--- config.mk ---
export PLATFORM = sky130hd
export DESIGN_NAME = mc_result_capture
export DESIGN_NICKNAME = d
export VERILOG_FILES = /design/src/rtl/mc_capture_pkg.sv /design/src/rtl/mc_capture_ram.sv /design/src/rtl/mc_result_capture.sv
export SDC_FILE = /design/constraint.sdc
export NUM_CORES = 1
export LEC_CHECK = 0
export ABC_AREA = 0
export ABC_CLOCK_PERIOD_IN_PS = 11660
export CAP_MARGIN = 10
export CORE_ASPECT_RATIO = 1.75
export CORE_MARGIN = 3
export CORE_UTILIZATION = 30
export CTS_CLUSTER_SIZE = 24
export DETAILED_ROUTE_END_ITERATION = 7
export PLACE_DENSITY_LB_ADDON = 0.15
export SYNTH_ARGS = -nofsm -noshare
export SYNTH_HDL_FRONTEND = slang
export SYNTH_HIERARCHICAL = 1
export SYNTH_SLANG_ARGS = --single-unit
--- constraint.sdc ---
create_clock -name div_clock -period 11.66 [get_ports div_clock]
set_input_delay 2.332 -clock div_clock [delete_from_list [all_inputs] [get_ports div_clock]]
set_output_delay 2.332 -clock div_clock [all_outputs]
set_load 0.01 [all_outputs]
--- src/rtl/mc_capture_pkg.sv ---
`default_nettype none
// ============================================================================
// Module   : mc_capture_pkg
// Purpose  : Shared types, CSR map and STATUS layout for the result capture.
// Revision : 1.0
// ============================================================================
package mc_capture_pkg;

    typedef enum logic [1:0] {
        S_IDLE    = 2'd0,
        S_SKIP    = 2'd1,
        S_CAPTURE = 2'd2,
        S_DONE    = 2'd3
    } state_e;

    localparam int CTRL_ADDR  = 0;
    localparam int DEPTH_ADDR = 1;

    localparam int START = 0;
    localparam int ABORT = 1;

    localparam int STAT_BUSY      = 0;
    localparam int STAT_DONE      = 1;
    localparam int STAT_COUNT_LSB = 8;
    localparam int STAT_COUNT_W   = 8;

    localparam int COUNT_W = 9;

    function automatic logic [31:0] pack_status(
        input logic               busy,
        input logic               done,
        input logic [COUNT_W-1:0] count
    );
        logic [31:0] s;
        s                                   = '0;
        s[STAT_BUSY]                        = busy;
        s[STAT_DONE]                        = done;
        s[STAT_COUNT_LSB +: STAT_COUNT_W]   = count[STAT_COUNT_W-1:0];
        return s;
    endfunction

endpackage
`default_nettype wire

--- src/rtl/mc_capture_ram.sv ---
`default_nettype none
// ============================================================================
// Module   : mc_capture_ram
// Purpose  : DEPTH x WIDTH simple dual-port RAM, registered read-before-write.
// Revision : 1.0
// ============================================================================
module mc_capture_ram #(
    parameter int WIDTH  = 32,
    parameter int DEPTH  = 16,
    parameter int ADDR_W = 4
) (
    input  logic              clk,
    input  logic              we,
    input  logic [ADDR_W-1:0] waddr,
    input  logic [WIDTH-1:0]  wdata,
    input  logic              re,
    input  logic [ADDR_W-1:0] raddr,
    output logic [WIDTH-1:0]  rdata
);

    logic [WIDTH-1:0] mem_q [DEPTH];
    logic [WIDTH-1:0] rdata_q;

    // No reset so the array and output register map onto block RAM.
    always_ff @(posedge clk) begin
        if (we) begin
            mem_q[waddr] <= wdata;
        end
        if (re) begin
            rdata_q <= mem_q[raddr];
        end
    end

    assign rdata = rdata_q;

endmodule
`default_nettype wire

--- src/rtl/mc_result_capture.sv ---
`default_nettype none
// ============================================================================
// Module   : mc_result_capture
// Purpose  : Skips pipeline-fill cycles after start, captures DEPTH samples,
//            and exposes status and buffer over an Avalon-MM slave.
// Revision : 1.0
// ============================================================================
module mc_result_capture
    import mc_capture_pkg::*;
#(
    parameter int WIDTH  = 32,
    parameter int DEPTH  = 16,
    parameter int ADDR_W = 4,
    parameter int SKIP   = 2
) (
    input  logic              div_clock,
    input  logic              reset_n,
    input  logic [WIDTH-1:0]  data_in,
    input  logic [ADDR_W:0]   avs_address,
    input  logic              avs_read,
    input  logic              avs_write,
    input  logic [31:0]       avs_writedata,
    output logic [31:0]       avs_readdata,
    output logic              done_irq
);

    localparam logic [7:0]         SKIP_LAST   = 8'((SKIP > 0) ? SKIP - 1 : 0);
    localparam logic [COUNT_W-1:0] CNT_LAST    = COUNT_W'(DEPTH - 1);
    localparam logic [COUNT_W-1:0] CNT_FULL    = COUNT_W'(DEPTH);
    localparam state_e             START_STATE = (SKIP == 0) ? S_CAPTURE : S_SKIP;

    state_e             state_q,     state_d;
    logic [7:0]         skip_cnt_q,  skip_cnt_d;
    logic [ADDR_W-1:0]  wr_ptr_q,    wr_ptr_d;
    logic [COUNT_W-1:0] count_q,     count_d;
    logic               done_irq_q,  done_irq_d;
    logic [31:0]        csr_rdata_q, csr_rdata_d;
    logic               rd_buf_q,    rd_buf_d;

    logic               w_csr_sel;
    logic [ADDR_W-1:0]  w_word_addr;
    logic               w_ctrl_wr;
    logic               w_start;
    logic               w_abort;
    logic               w_busy;
    logic               w_ram_we;
    logic [31:0]        w_csr_rdata;
    logic [WIDTH-1:0]   w_ram_rdata;
    logic               w_unused_wdata;

    assign w_csr_sel      = ~avs_address[ADDR_W];
    assign w_word_addr    = avs_address[ADDR_W-1:0];
    assign w_ctrl_wr      = avs_write & w_csr_sel & (w_word_addr == ADDR_W'(CTRL_ADDR));
    // Abort dominates a simultaneous start.
    assign w_abort        = w_ctrl_wr & avs_writedata[ABORT];
    assign w_start        = w_ctrl_wr & avs_writedata[START] & ~avs_writedata[ABORT];
    assign w_busy         = (state_q == S_SKIP) | (state_q == S_CAPTURE);
    assign w_unused_wdata = ^avs_writedata[31:2];

    always_comb begin
        state_d    = state_q;
        skip_cnt_d = skip_cnt_q;
        wr_ptr_d   = wr_ptr_q;
        count_d    = count_q;
        w_ram_we   = 1'b0;
        done_irq_d = (state_q == S_DONE) & ~w_start & ~w_abort;

        if (w_abort) begin
            state_d = S_IDLE;
        end else if (w_start) begin
            state_d    = START_STATE;
            skip_cnt_d = '0;
            wr_ptr_d   = '0;
            count_d    = '0;
        end else begin
            case (state_q)
                S_SKIP: begin
                    skip_cnt_d = skip_cnt_q + 8'd1;
                    if (skip_cnt_q == SKIP_LAST) begin
                        state_d = S_CAPTURE;
                    end
                end
                S_CAPTURE: begin
                    w_ram_we = 1'b1;
                    wr_ptr_d = wr_ptr_q + ADDR_W'(1);
                    count_d  = (count_q == CNT_FULL) ? count_q : count_q + COUNT_W'(1);
                    if (count_q == CNT_LAST) begin
                        state_d = S_DONE;
                    end
                end
                default: begin
                    state_d = state_q;
                end
            endcase
        end
    end

    // CSR read mux sees pre-write state, so a same-cycle write is invisible.
    always_comb begin
        w_csr_rdata = '0;
        if (w_word_addr == ADDR_W'(CTRL_ADDR)) begin
            w_csr_rdata = pack_status(w_busy, done_irq_q, count_q);
        end else if (w_word_addr == ADDR_W'(DEPTH_ADDR)) begin
            w_csr_rdata = 32'(DEPTH);
        end
    end

    always_comb begin
        csr_rdata_d = csr_rdata_q;
        rd_buf_d    = rd_buf_q;
        if (avs_read) begin
            rd_buf_d = ~w_csr_sel;
            if (w_csr_sel) begin
                csr_rdata_d = w_csr_rdata;
            end
        end
    end

    always_ff @(posedge div_clock or negedge reset_n) begin
        if (!reset_n) begin
            state_q     <= S_IDLE;
            skip_cnt_q  <= '0;
            wr_ptr_q    <= '0;
            count_q     <= '0;
            done_irq_q  <= 1'b0;
            csr_rdata_q <= '0;
            rd_buf_q    <= 1'b0;
        end else begin
            state_q     <= state_d;
            skip_cnt_q  <= skip_cnt_d;
            wr_ptr_q    <= wr_ptr_d;
            count_q     <= count_d;
            done_irq_q  <= done_irq_d;
            csr_rdata_q <= csr_rdata_d;
            rd_buf_q    <= rd_buf_d;
        end
    end

    mc_capture_ram #(
        .WIDTH  (WIDTH),
        .DEPTH  (DEPTH),
        .ADDR_W (ADDR_W)
    ) u_ram (
        .clk   (div_clock),
        .we    (w_ram_we),
        .waddr (wr_ptr_q),
        .wdata (data_in),
        .re    (avs_read & ~w_csr_sel),
        .raddr (w_word_addr),
        .rdata (w_ram_rdata)
    );

    assign avs_readdata = rd_buf_q ? 32'(w_ram_rdata) : csr_rdata_q;
    assign done_irq     = done_irq_q;

endmodule
`default_nettype wire

==> out/results.md <==
| Parameter | This run |
|:---|:---|
| Ratio of final minimum period to clock period | 46.64% |
| Overall fraction of global-route tracks in use | 14.43% |
| Signed area change from the synthesized netlist to the final layout | 16.35% |
| Reported leakage power | 8.236 nW |
| Final-report setup violation count | 0 |
| Max Cap Viol | 0 |
| Pin count of the biggest net entering global routing | 89 |
| Average routed wire per standard cell | 26.32 µm |
| Worst IR drop on VDD | 0.1109 mV |
| Number of filler cells placed in the layout | 6784 |
| Required time of the worst setup path | 11.93 ns |
| Max Buffers Root-to-Sink | 3 |
| Transition time at the pin with the least slew margin | 1.098 ns |
| WL final | 56130 µm |
| Cell Count Post-Placement | 2034 |
| Number of H-tree levels | 2 |
| Crit start category | input pin |
| Kind of end point of the critical path | flop |
| Top cells by count, synth | 544 x edfxtp_1, 128 x mux4_2, 65 x a22oi_1 |
| DRC viols | 0 |
| Worst min path class | flop to flop |
| Antenna violations before repair | 5 |
| Post-synthesis cell type count | 52 |
| Via count of the first global-routing pass | 11649 |
| CP Class | input pin to flop |
| Worst slew margin | 26.64% |
| Global-route wire length before repair | 80790 µm |
| Clk Tree Root Cell | clkbuf_16 |
| Dominant register cell in the synthesized netlist | edfxtp_1 |
| Number of sinks driven by the clock tree | 580 |
| Port buffer count | 75 |
| Net count after synthesis | 1134 |
| I/O pin total | 106 |
| Number of hold-repair buffers added at the cts stage | 0 |
| Leading cell type by number of instances after synthesis | edfxtp_1 |
| Area of the die | 0.07775 mm² |
| Net count of the finished layout | 1242 |
| Count of antenna-violating nets left after detailed routing | 0 |
| Count of mapped cells out of synthesis | 1053 |
| Last weighted congestion value of the routability-driven placer | 0.7096 |
| Outcome | completed |
| Final HPWL from detailed placement | 28710 µm |
| Crit path time final | 5.438 ns |
| Total grt overflow | 0 |
| Layout cells sized above 1 | 22.75% |
| Core box area | 0.07327 mm² |
| Highest clock frequency the design can meet | 183.9 MHz |
| Syn_area_per_cell | 21.17 µm² |
| Worst Skew | 0.02400 ns |
| Total number of vias | 10739 |
| Clock tree from TritonCTS | built |
| Starting density of the core | 30.43% |
| Post-Syn Area | 0.02230 mm² |
| Placement Rows | 131 |
| Number of enable flip-flop cells after synthesis | 544 |
| Final Hold Viols | 0 |
| Power per cell area | 201.3 mW/mm² |
| Yosys Warn Count | 6 |
| Cells taking the most area after synthesis | edfxtp_1 73%, mux4_2 13%, dfrtp_1 4.0% |
| Initial DRC count | 714 |
| Critical path fanouts, max | 44 |
| Setup Buffers After CTS | 0 |
| Async set-reset flop share out of synthesis | 6.207% |
| R2R setup slack | 8.07 ns |
| Critical path data arrival time | 5.71 ns |
| Inserted Clock Buffers | 56 |
| Clock transition at the registers of the reported paths | 0.06 ns |
| Horizontal die dimension | 212.1 µm |
| Most area-hungry cell type in the Yosys netlist | edfxtp_1 |
| Vias per std cell | 5.035 |
| Final Max Tran Viols | 0 |
| Fin Setup TNS | 0 ns |
| Count of non-filler cells in the finished layout | 2133 |
| Unrepaired setup endpoints after global routing | no |
| Clock latency of the later-clocked register in the worst-skew pair | 0.60 ns |
| Iteration count of the initial detailed-routing pass | 5 |
| Post-synth top area share | 73.27% |
| Part of the Yosys area used for sequential elements | 77.31% |
| Die Ht | 366.6 µm |
| Post-CTS sizing | 0 |
| Flop and latch count out of synthesis | 580 |
## logic make-up (layout without fill, tap and decap cells)
kind of cell | after synthesis | count (layout) | synth area share, %
mux | 141 | 141 | 13.58
buf+inv | 60 | 207 | 1.364
fa+ha+maj | 8 | 8 | 0.4490
simple gates | 138 | 138 | 3.300
flops | 580 | 580 | 77.31
compound gates | 121 | 121 | 3.799
xor+xnor | 5 | 5 | 0.1964
other cells | 0 | 2 | 0
## through the flow
step | power [W] | cell area, µm² | utilization (%) | hold WS (ns) | setup slack (ns)
6_report | 0.005222 | 25940 | 35.41 | 0.4786 | 6.222
5_1_grt | 0.005451 | 25940 | 35.40 | 0.5248 | 6.008
4_1_cts | 0.005321 | 25940 | 35.40 | 0.4880 | 6.145
3_5_place_dp | 0.003610 | 24290 | 33.15 | 0.4739 | 5.542
3_3_place_gp | 0.003585 | 24290 | 33.15 | 0.4669 | 5.514
2_1_floorplan | 0.003199 | 22300 | - | 0.4446 | 5.511
## layer usage
metal,vias up,track usage [%],part of all wire (%)
met5,-,0,0.037
met4,4,4.383,2.7
li1,4595,-,-
met3,78,2.216,4.2
met2,226,26.07,53
met1,5836,17.63,40
## sequential cells by signal, indices dropped and copies added (netlist names)
register	count
csr_rdata_q	11
state_q	2
rd_buf_q	1
wr_ptr_q	4
skip_cnt_q	8
done_irq	1
u_ram/rdata	32
u_ram/mem_q	512
count_q	9
## final timing paths
kind,start,end,cells after the start
min,csr_rdata_q[0],csr_rdata_q[0],2
min reg2reg,csr_rdata_q[0],csr_rdata_q[0],2
max in group asynchronous,reset_n,rd_buf_q,1
min in group asynchronous,reset_n,csr_rdata_q[13],1
max,avs_address[1],u_ram/mem_q[10][14],7
max reg2reg,state_q[0],u_ram/mem_q[10][14],7
## critical path: stages
cell	delay (ns)
buf_4	0.55
or4_4	0.40
o21ai_1	0.32
nor2_1	0.31
nand3b_1	0.36
nor2_4	0.96
buf_4	0.42
## placed cells by master (no fill, tap or decap), types with 10 or more instances in the layout
cell / count
clkdlybuf4s50_1: 72
mux4_2: 128
o21ai_0: 14
buf_4: 28
mux2_2: 12
dfrtp_1: 35
nor2_4: 13
clkbuf_1: 15
nor2_1: 11
edfxtp_1: 544
nand2_1: 43
clkinv_1: 10
clkbuf_16: 56
and2_1: 22
a22oi_1: 65
a21oi_1: 17
## where the power goes
| group | internal, W | total, W | switching (W) | leakage [nW] |
|---|---|---|---|---|
| registers | 0.00266 | 0.00277 | 0.000109 | 5.41 |
| logic | 0.000257 | 0.000766 | 0.000509 | 2.02 |
| clock network | 0.000923 | 0.00169 | 0.000763 | 0.799 |
## cell type report
cell class              instances  area (µm²)  area share, %
flip-flops and latches        580       17240          66.45
multi-input cells             413        4890          18.85
clock buffers                  71        1458          5.619
well taps                     931        1165          4.490
repair buffers                103       969.7          3.738
clock inverters                26       190.2         0.7331
inverters                       7       26.28         0.1013
diodes                          2       5.005        0.01929
(Power assumes the default switching activity.)
